===== src/rtl/three_phase_pkg.sv =====
// Shared constants and types for the three-phase center-aligned PWM generator.
package three_phase_pkg;

    localparam int DEF_CNT_W  = 10;
    localparam int DEF_PERIOD = 500;
    localparam int DEF_DEAD   = 10;

    localparam int DT_W   = 8;
    localparam int NUM_PH = 3;

    localparam int PH_A = 0;
    localparam int PH_B = 1;
    localparam int PH_C = 2;

    typedef enum logic {
        DIR_UP   = 1'b0,
        DIR_DOWN = 1'b1
    } dir_t;

endpackage


===== src/rtl/pwm_deadtime.sv =====
// One phase of complementary gate drive: tracks the raw compare and inserts
// a dead interval of DEAD+1 clocks before either side asserts.
module pwm_deadtime
    import three_phase_pkg::*;
#(
    parameter int DEAD = DEF_DEAD
) (
    input  logic clk10mhz,
    input  logic nRst,
    input  logic run,
    input  logic raw,
    output logic H,
    output logic L
);

    localparam logic [DT_W-1:0] DT_INIT = DT_W'(DEAD);

    logic            target;
    logic [DT_W-1:0] dt;

    // NOTE: sequential state uses non-blocking assignments so every register
    // samples pre-edge values regardless of statement order.
    always_ff @(posedge clk10mhz or negedge nRst) begin
        if (!nRst) begin
            target <= 1'b0;
            dt     <= DT_INIT;
            H      <= 1'b0;
            L      <= 1'b0;
        end else if (!run) begin
            target <= 1'b0;
            dt     <= DT_INIT;
            H      <= 1'b0;
            L      <= 1'b0;
        end else if (raw != target) begin
            // Any change, even a short glitch, restarts the dead interval.
            target <= raw;
            dt     <= DT_INIT;
            H      <= 1'b0;
            L      <= 1'b0;
        end else if (dt != '0) begin
            dt <= dt - 1'b1;
            H  <= 1'b0;
            L  <= 1'b0;
        end else begin
            H <= target;
            L <= ~target;
        end
    end

endmodule


===== src/rtl/three_phase_pwm_gen.sv =====
// Center-aligned three-phase PWM with shadow/active duty buffering,
// per-phase dead time and a sticky fault that forces every gate low.
module three_phase_pwm_gen
    import three_phase_pkg::*;
#(
    parameter int CNT_W  = DEF_CNT_W,
    parameter int PERIOD = DEF_PERIOD,
    parameter int DEAD   = DEF_DEAD
) (
    input  logic             clk10mhz,
    input  logic             nRst,
    input  logic             enable,
    input  logic             dutyWr,
    input  logic [CNT_W-1:0] dutyA,
    input  logic [CNT_W-1:0] dutyB,
    input  logic [CNT_W-1:0] dutyC,
    input  logic             fault,
    input  logic             faultClr,
    output logic [2:0]       pwmH,
    output logic [2:0]       pwmL,
    output logic             syncPulse,
    output logic             faultLatched
);

    localparam logic [CNT_W-1:0] PEAK = CNT_W'(PERIOD);

    logic                             run;
    logic                             gateRun;
    logic [CNT_W-1:0]                 cnt;
    dir_t                             dir;
    logic [NUM_PH-1:0][CNT_W-1:0]     dutyIn;
    logic [NUM_PH-1:0][CNT_W-1:0]     shadow;
    logic [NUM_PH-1:0][CNT_W-1:0]     active;
    logic [NUM_PH-1:0]                raw;

    function automatic logic [CNT_W-1:0] clampDuty(input logic [CNT_W-1:0] d);
        return (d > PEAK) ? PEAK : d;
    endfunction

    // NOTE: every signal written here gets a value on every path, so no
    // latch can be inferred.
    always_comb begin
        run            = enable & ~faultLatched;
        // A fault sampled this edge must already blank the gates.
        gateRun        = run & ~fault;
        dutyIn[PH_A]   = dutyA;
        dutyIn[PH_B]   = dutyB;
        dutyIn[PH_C]   = dutyC;
        for (int i = 0; i < NUM_PH; i++) begin
            raw[i] = (cnt < active[i]);
        end
    end

    always_ff @(posedge clk10mhz or negedge nRst) begin
        if (!nRst) begin
            faultLatched <= 1'b0;
        end else begin
            faultLatched <= fault | (faultLatched & ~faultClr);
        end
    end

    always_ff @(posedge clk10mhz or negedge nRst) begin
        if (!nRst) begin
            shadow <= '0;
        end else if (dutyWr) begin
            for (int i = 0; i < NUM_PH; i++) begin
                shadow[i] <= clampDuty(dutyIn[i]);
            end
        end
    end

    // Triangle carrier; active duty reloads at the bottom so all three
    // phases switch to new values symmetrically within one period.
    always_ff @(posedge clk10mhz or negedge nRst) begin
        if (!nRst) begin
            cnt       <= '0;
            dir       <= DIR_UP;
            active    <= '0;
            syncPulse <= 1'b0;
        end else begin
            syncPulse <= run && (cnt == '0);
            if (!run) begin
                cnt <= '0;
                dir <= DIR_UP;
            end else begin
                if (cnt == '0) begin
                    active <= shadow;
                end
                if (dir == DIR_UP) begin
                    if (cnt == PEAK) begin
                        cnt <= cnt - 1'b1;
                        dir <= DIR_DOWN;
                    end else begin
                        cnt <= cnt + 1'b1;
                    end
                end else begin
                    if (cnt == '0) begin
                        cnt <= cnt + 1'b1;
                        dir <= DIR_UP;
                    end else begin
                        cnt <= cnt - 1'b1;
                    end
                end
            end
        end
    end

    for (genvar i = 0; i < NUM_PH; i++) begin : g_phase
        pwm_deadtime #(
            .DEAD(DEAD)
        ) u_deadtime (
            .clk10mhz(clk10mhz),
            .nRst    (nRst),
            .run     (gateRun),
            .raw     (raw[i]),
            .H       (pwmH[i]),
            .L       (pwmL[i])
        );
    end

endmodule


===== config.mk =====
export PLATFORM = sky130hd
export DESIGN_NAME = three_phase_pwm_gen
export DESIGN_NICKNAME = d
export VERILOG_FILES = /design/src/rtl/three_phase_pkg.sv /design/src/rtl/pwm_deadtime.sv /design/src/rtl/three_phase_pwm_gen.sv
export SDC_FILE = /design/constraint.sdc
export NUM_CORES = 1
export LEC_CHECK = 0
export CORE_MARGIN = 2
export CORE_UTILIZATION = 49
export CTS_BUF_LIST = sky130_fd_sc_hd__clkbuf_4 sky130_fd_sc_hd__clkbuf_8 sky130_fd_sc_hd__clkbuf_16
export CTS_CLUSTER_SIZE = 8
export DETAILED_ROUTE_END_ITERATION = 6
export PLACE_DENSITY = 0.78
export REMOVE_ABC_BUFFERS = 1
export SYNTH_ARGS = -nofsm -noshare
export SYNTH_HDL_FRONTEND = slang
export SYNTH_SLANG_ARGS = --single-unit

===== constraint.sdc =====
create_clock -name clk10mhz -period 2.7 [get_ports clk10mhz]
set_input_delay 0.405 -clock clk10mhz [delete_from_list [all_inputs] [get_ports clk10mhz]]
set_output_delay 0.405 -clock clk10mhz [all_outputs]
set_load 0.03 [all_outputs]

==> results of run 1 <==
## power groups by stage
stage               clock network [uW]  logic (uW)  registers [uW]
detailed placement                   0         447            1800
global placement                     0         425            1790
CTS                               1380         451            1770
floorplan                            0         253            1780
finish                            1350         444            1770
global route                      1450         509            1780
## state kept, by name, summed over array words and instances, names as in the netlist
signal and count:
shadow 30, g_phase.u_deadtime.H 3, g_phase.u_deadtime.dt 24, faultLatched 1
cnt 10, syncPulse 1, g_phase.u_deadtime.L 3, g_phase.u_deadtime.target 3
dir 1, active 30
## layer usage
metal  global-route usage (%)  vias up  share of wire, %  wire length [um]
met1                     24.9     2052                43              4910
met2                     34.6       92                52              5940
met3                     4.01       14               4.1               472
met5                        0        -                 0                 0
met4                     6.58        0               1.4               163
li1                         -     2033                 -                 -
## Yosys cell counts (all sizes together) (7+ instances only)
| cell | instances | share of area (%) |
|---|---|---|
| a21oi | 30 | 2.7 |
| and3 | 7 | 0.79 |
| and4 | 7 | 1.1 |
| buf | 10 | 1.2 |
| clkbuf | 16 | 1.1 |
| dfrtp | 100 | 45 |
| ha | 35 | 7.9 |
| inv | 56 | 3.8 |
| mux2 | 13 | 2.6 |
| mux2i | 9 | 1.6 |
| nand2 | 42 | 2.8 |
| nand2b | 9 | 1.0 |
| nand3 | 8 | 0.72 |
| nand4 | 8 | 0.90 |
| nor2 | 49 | 3.3 |
| nor3 | 9 | 1.0 |
| nor4 | 19 | 2.4 |
| o21ai | 26 | 2.3 |
| o22a | 8 | 1.3 |
| or3 | 9 | 1.3 |
| xnor2 | 14 | 2.2 |
## logic make-up (layout without fill, tap and decap cells)
family                     Yosys count  after routing  synth area share [%]
AOI/OAI and AO/OA                  102            102                  11.9
xor gates and xnor gates            17             17                  2.67
adders and majority gates           35             35                  7.86
buffers and inverters               83            127                  6.20
DFF                                106            106                  47.7
muxes                               22             22                  4.24
and+or+nand+nor                    194            194                  19.4
## final cells by class
cell class / instances / share of cell area (%)
Sequential cell: 106 / 41.2
Tap cell: 140 / 2.71
Clock buffer: 10 / 3.60
Timing Repair Buffer: 54 / 8.29
Multi-Input combinational cell: 370 / 39.7
Clock inverter: 6 / 1.12
Inverter: 57 / 3.31
## through the flow
step                hold slack [ns]  setup slack (ns)
detailed placement            0.436             0.362
global placement              0.424             0.462
global route                 0.0783             0.125
CTS                          0.0596             0.355
finish                       0.0456             0.326
floorplan                     0.109             0.231
## how the worst min path moves through the flow
stage | start | endpoint | slack [ns] | depth (start not counted)
after CTS | nRst | g_phase[2].u_deadtime.H | 0.06 | 1
after floorplan | nRst | active[0] | 0.11 | 0
after global routing | nRst | g_phase[2].u_deadtime.dt[6] | 0.08 | 1
after global placement | nRst | g_phase[2].u_deadtime.dt[6] | 0.42 | 1
after detailed placement | nRst | g_phase[2].u_deadtime.H | 0.44 | 1
final | nRst | g_phase[2].u_deadtime.H | 0.05 | 1
## critical path, delay by kind of cell, from the launching register on
kind | cells | cell delay [ns]
AO/OA/AOI/OAI | 1 | 0.35
flip-flops | 1 | 0.47
multiplexers | 2 | 0.53
AND/OR/NAND/NOR | 2 | 0.53
buffers and inverters | 1 | 0.11
adder cells (fa/ha/maj) | 1 | 0.25
==> flow_summary_export.csv, run 1 <==
group,metric,value,unit
power,p_leak,0.00290,uW
clock_tree,ctsHoldBuffers,0,
grt,grt_pass1_vias,4235,
final_layout,syn2layout_area_growth,15.9,%
synthesis,synth_warnings,0,
final_layout,fin_cells,743,
setup_path,worstPathArrival,2.61,ns
power,seq_power_share,49.7,%
clock_tree,clkSlewWorstSetupHoldPaths,0.07,ns
sta,relSlewSlack,62.2,%
grt,grt_overflow,0,
sta,fin_setup_tns,0,ns
power,power.internal,2650,uW
sta,rsz0062_at_grt,"no",
final_layout,antennaDiodeCount,0,
status,status,"finished clean",
setup_path,r2r-start,"cnt[1]",
floorplan,die_x,111,um
synthesis,synth_edf_count,0,
synthesis,synth_area,5570,um^2
setup_path,timing.critical_path.cells,"inv_1 > ha_1 > nor4b_2 > a31o_2 > and2_4 > mux2i_1 > mux2_2",
final_layout,post-route-util,58.8,%
setup_path,r2r-end,"cnt[2]",
sta,drv_slew,0,
final_layout,seqCellArea,2660,um^2
power,power.total,3560,uW
detailed_routing,wl,11.5,mm
synthesis,ys_types,66,
place,placed_cell_area,6150,um^2
sta,min_period_over_period,87.9,%
grt,antenna_found_initial,0,
power,clkPwrFrac,37.9,%
setup_path,end_kind,"register",
floorplan,die_y,111,um
clock_tree,htreeDepth,3,
final_layout,layout_commonest_cell,"dfrtp_1",
power,switchingPower,909,uW
detailed_routing,vias,4191,
setup_path,reg2reg_depth,7,
place,place_congestion,0.905,
clock_tree,cts_tree,"built",
clock_tree,cts_buffers,9,
final_layout,multi_input_area,2570,um^2
place,portBuffers,43,
setup_path,worst_path_max_delay_cell,"dfrtp_1",
detailed_routing,drtPass1Iterations,4,
setup_path,critPathLaunch,"cnt[1]",
synthesis,ys.flop_type,"dfrtp_1",
clock_tree,cts.sinks,106,
floorplan,die_area,12200,um^2
detailed_routing,routedWlPerCell,15.5,um
clock_tree,post-cts-setup-buffer-count,0,
setup_path,crit_type,"reg2reg",
place,dp.cells,727,
sta,fmax,0.421,GHz
setup_path,worst-r2r-setup-slack,0.33,ns
synthesis,ys_ff_latch,106,
floorplan,rows,38,
synthesis,synth_seq_area_share,47.7,%
sta,fin_crit,2.37,ns
power,p_comb_share,12.5,%
synthesis,async_reset_ff_share,100,%
floorplan,io_pins,44,
setup_path,slowest_delay,0.47,ns
final_layout,fin_area,6460,um^2
detailed_routing,drc_errors,0,
setup_path,cp.required,2.93,ns
sta,setup_violations,0,
detailed_routing,drtIter0Drc,204,
setup_path,cp_max_fo,9,
floorplan,core_area,11000,um^2
clock_tree,clockRootBuffer,"clkbuf_16",
floorplan,initial_core_util,50.7,%
place,dp_hpwl,8.65,mm
power,vdd_ir_drop_max,0.000289,V
sta,hold_violations,0,
synthesis,synthCells,559,
sta,worstMarginPinSlew,0.567,ns
setup_path,start_kind,"register",
final_layout,fin_nets,669,
power,p_sw_share,25.5,%
clock_tree,postCtsResizedCells,0,
synthesis,syn_area_per_cell,9.97,um^2
job,cap_viol_max_count,0,
final_layout,fillerInstances,937,
sta,skew,0.00848,ns
grt,track_usage,19.9,%
grt,grt_max_degree,47,
grt,grt_pass1_wl,19.9,mm
clock_tree,worst_skew_pair.late_latency,0.35,ns
detailed_routing,ant_nets,0,
power,powerDensity,552,nW/um^2
min_path,hp-class,"in2async",
setup_path,crit_path_end,"cnt[2]",
final_layout,drive_above_1_share,10.8,%
clock_tree,cts_buffer_depth,2,
final_layout,final_cell_mix,"dfrtp_1 (100), inv_1 (56), nor2_1 (48)",
detailed_routing,via_per_inst,5.64,
No activity file was read; power rests on OpenSTA's default activity.
==> run 2, diff against run 1 <==
--- a/config.mk
+++ b/config.mk
@@ -10,8 +10,10 @@
 export CTS_BUF_LIST = sky130_fd_sc_hd__clkbuf_4 sky130_fd_sc_hd__clkbuf_8 sky130_fd_sc_hd__clkbuf_16
 export CTS_CLUSTER_SIZE = 8
 export DETAILED_ROUTE_END_ITERATION = 6
-export PLACE_DENSITY = 0.78
+export DONT_BUFFER_PORTS = 1
+export PLACE_DENSITY = 0.73
 export REMOVE_ABC_BUFFERS = 1
+export SLEW_MARGIN = 20
 export SYNTH_ARGS = -nofsm -noshare
 export SYNTH_HDL_FRONTEND = slang
 export SYNTH_SLANG_ARGS = --single-unit
==> run 2 against run 1 <==
Net effect: highest routed layer unchanged; flip-flop and latch count unchanged; fmax increased by 2.2%; the run now ends with negative hold slack left; combinational power decreased by 25%; critical endpoint is now g_phase[0].u_deadtime.dt[3]; count of clock-buffer cells in the layout decreased by 1; largest power group unchanged.
==> flow_summary_export.csv, run 2 (synthesized netlist as in run 1, its figures left out) <==
group,metric,value,unit
status,status,"finished with violations",
status,violations,"negative hold slack",
sta,fin_setup_tns,0,ns
sta,drv_slew,0,
min_path,hp-class,"in2async",
clock_tree,worst_skew_pair.late_latency,0.35,ns
power,p_comb_share,9.8,%
final_layout,fillerInstances,964,
sta,hold_slack,-0.260,ns
sta,min_period_over_period,86.0,%
place,place_congestion,0.898,
setup_path,crit_type,"reg2reg",
detailed_routing,drc_errors,0,
final_layout,fin_nets,620,
grt,track_usage,18.5,%
detailed_routing,wl,10.6,mm
detailed_routing,ant_nets,0,
detailed_routing,vias,3905,
floorplan,initial_core_util,50.7,%
sta,setup_violations,0,
final_layout,post-route-util,54.1,%
floorplan,rows,38,
final_layout,reg.largest.list,"active x30, shadow x30, g_phase.u_deadtime.dt x24",
power,p_leak,0.00268,uW
grt,antenna_found_initial,0,
sta,worstMarginPinSlew,0.613,ns
setup_path,start_kind,"register",
sta,skew,0.00737,ns
final_layout,layout_commonest_cell,"dfrtp_1",
clock_tree,cts_tree,"built",
clock_tree,postCtsResizedCells,0,
power,clkPwrFrac,37.8,%
detailed_routing,routedWlPerCell,15.3,um
place,portBuffers,0,
job,cap_viol_max_count,0,
clock_tree,htreeDepth,3,
power,power.internal,2500,uW
power,vdd_ir_drop_max,0.000461,V
detailed_routing,drtIter0Drc,235,
clock_tree,post-cts-setup-buffer-count,0,
final_layout,drive_above_1_share,10.5,%
setup_path,reg2reg_depth,6,
floorplan,io_pins,44,
clock_tree,cts_buffer_depth,2,
setup_path,cp.required,2.97,ns
power,powerDensity,570,nW/um^2
setup_path,end_kind,"register",
clock_tree,clockRootBuffer,"clkbuf_16",
floorplan,die_y,111,um
setup_path,cp_max_fo,10,
sta,hold_violations,106,
final_layout,antennaDiodeCount,0,
detailed_routing,drtPass1Iterations,4,
place,dp_hpwl,7.55,mm
sta,relSlewSlack,59.1,%
clock_tree,cts_buffers,9,
detailed_routing,via_per_inst,5.63,
sta,fin_crit,2.32,ns
sta,fmax,0.431,GHz
floorplan,core_area,11000,um^2
power,switchingPower,885,uW
power,p_sw_share,26.1,%
final_layout,seqCellArea,2660,um^2
clock_tree,clkSlewWorstSetupHoldPaths,0.07,ns
sta,rsz0062_at_grt,"no",
setup_path,worstPathArrival,2.60,ns
floorplan,die_area,12200,um^2
floorplan,die_x,111,um
grt,grt_overflow,0,
grt,grt_max_degree,107,
power,seq_power_share,52.4,%
final_layout,syn2layout_area_growth,6.60,%
final_layout,multi_input_area,2570,um^2
clock_tree,cts.sinks,106,
grt,grt_pass1_vias,3870,
final_layout,final_cell_mix,"dfrtp_1 (100), inv_1 (56), nor2_1 (48)",
grt,grt_pass1_wl,18.5,mm
## run 2: per-stage QoR
step / area (um^2) / instances / power [uW] / worst slack, ns
2_1_floorplan: 5440 / 533 / 2040 / 0.231
3_3_place_gp: 5650 / 678 / 2120 / 0.465
3_5_place_dp: 5650 / 678 / 2140 / 0.395
4_1_cts: 5940 / 694 / 3420 / 0.386
5_1_grt: 5940 / 694 / 3540 / 0.198
6_report: 5940 / 694 / 3390 / 0.378
## run 2: power by group through the flow
| stage | logic [uW] | registers [uW] | clock network [uW] |
|---|---|---|---|
| 2_1_floorplan | 253 | 1780 | 0 |
| 3_3_place_gp | 319 | 1800 | 0 |
| 3_5_place_dp | 333 | 1810 | 0 |
| 4_1_cts | 337 | 1770 | 1310 |
| 5_1_grt | 384 | 1790 | 1370 |
| 6_report | 333 | 1770 | 1280 |
## run 2: cell type report
type	count	area share [%]
clock inverter	7	1.03
inverter	57	3.60
sequential	106	44.8
tap	140	2.95
timing repair buffer	5	0.632
multi-input combinational	370	43.2
clock buffer	9	3.79
## run 2: per-layer routing
| layer | vias to the layer above | track usage (%) | part of all wire [%] |
|---|---|---|---|
| met4 | 0 | 6.75 | 1.2 |
| li1 | 1927 | - | - |
| met5 | - | 0 | 0 |
| met1 | 1886 | 25.5 | 48 |
| met3 | 11 | 4.23 | 3.5 |
| met2 | 81 | 28.7 | 47 |
## run 2: worst paths after layout
kind | from | endpoint | slack (ns)
setup reg to reg | cnt[4] | g_phase[0].u_deadtime.dt[3] | 0.38
hold / removal | nRst | g_phase[0].u_deadtime.dt[6] | -0.26
setup / recovery | cnt[4] | g_phase[0].u_deadtime.dt[3] | 0.38
max in group asynchronous | nRst | g_phase[1].u_deadtime.dt[3] | 2.74
hold reg to reg | active[1] | active[1] | 0.49
min in group clk10mhz | dutyWr | shadow[19] | 0.12
## run 2: worst max-delay path, cell delays in order, from the launching register on
cell      delay, ns
dfrtp_1        0.51
ha_1           0.38
a21oi_1        0.15
nand2_1        0.06
a31oi_1        0.34
a21boi_1       0.28
or4_1          0.52
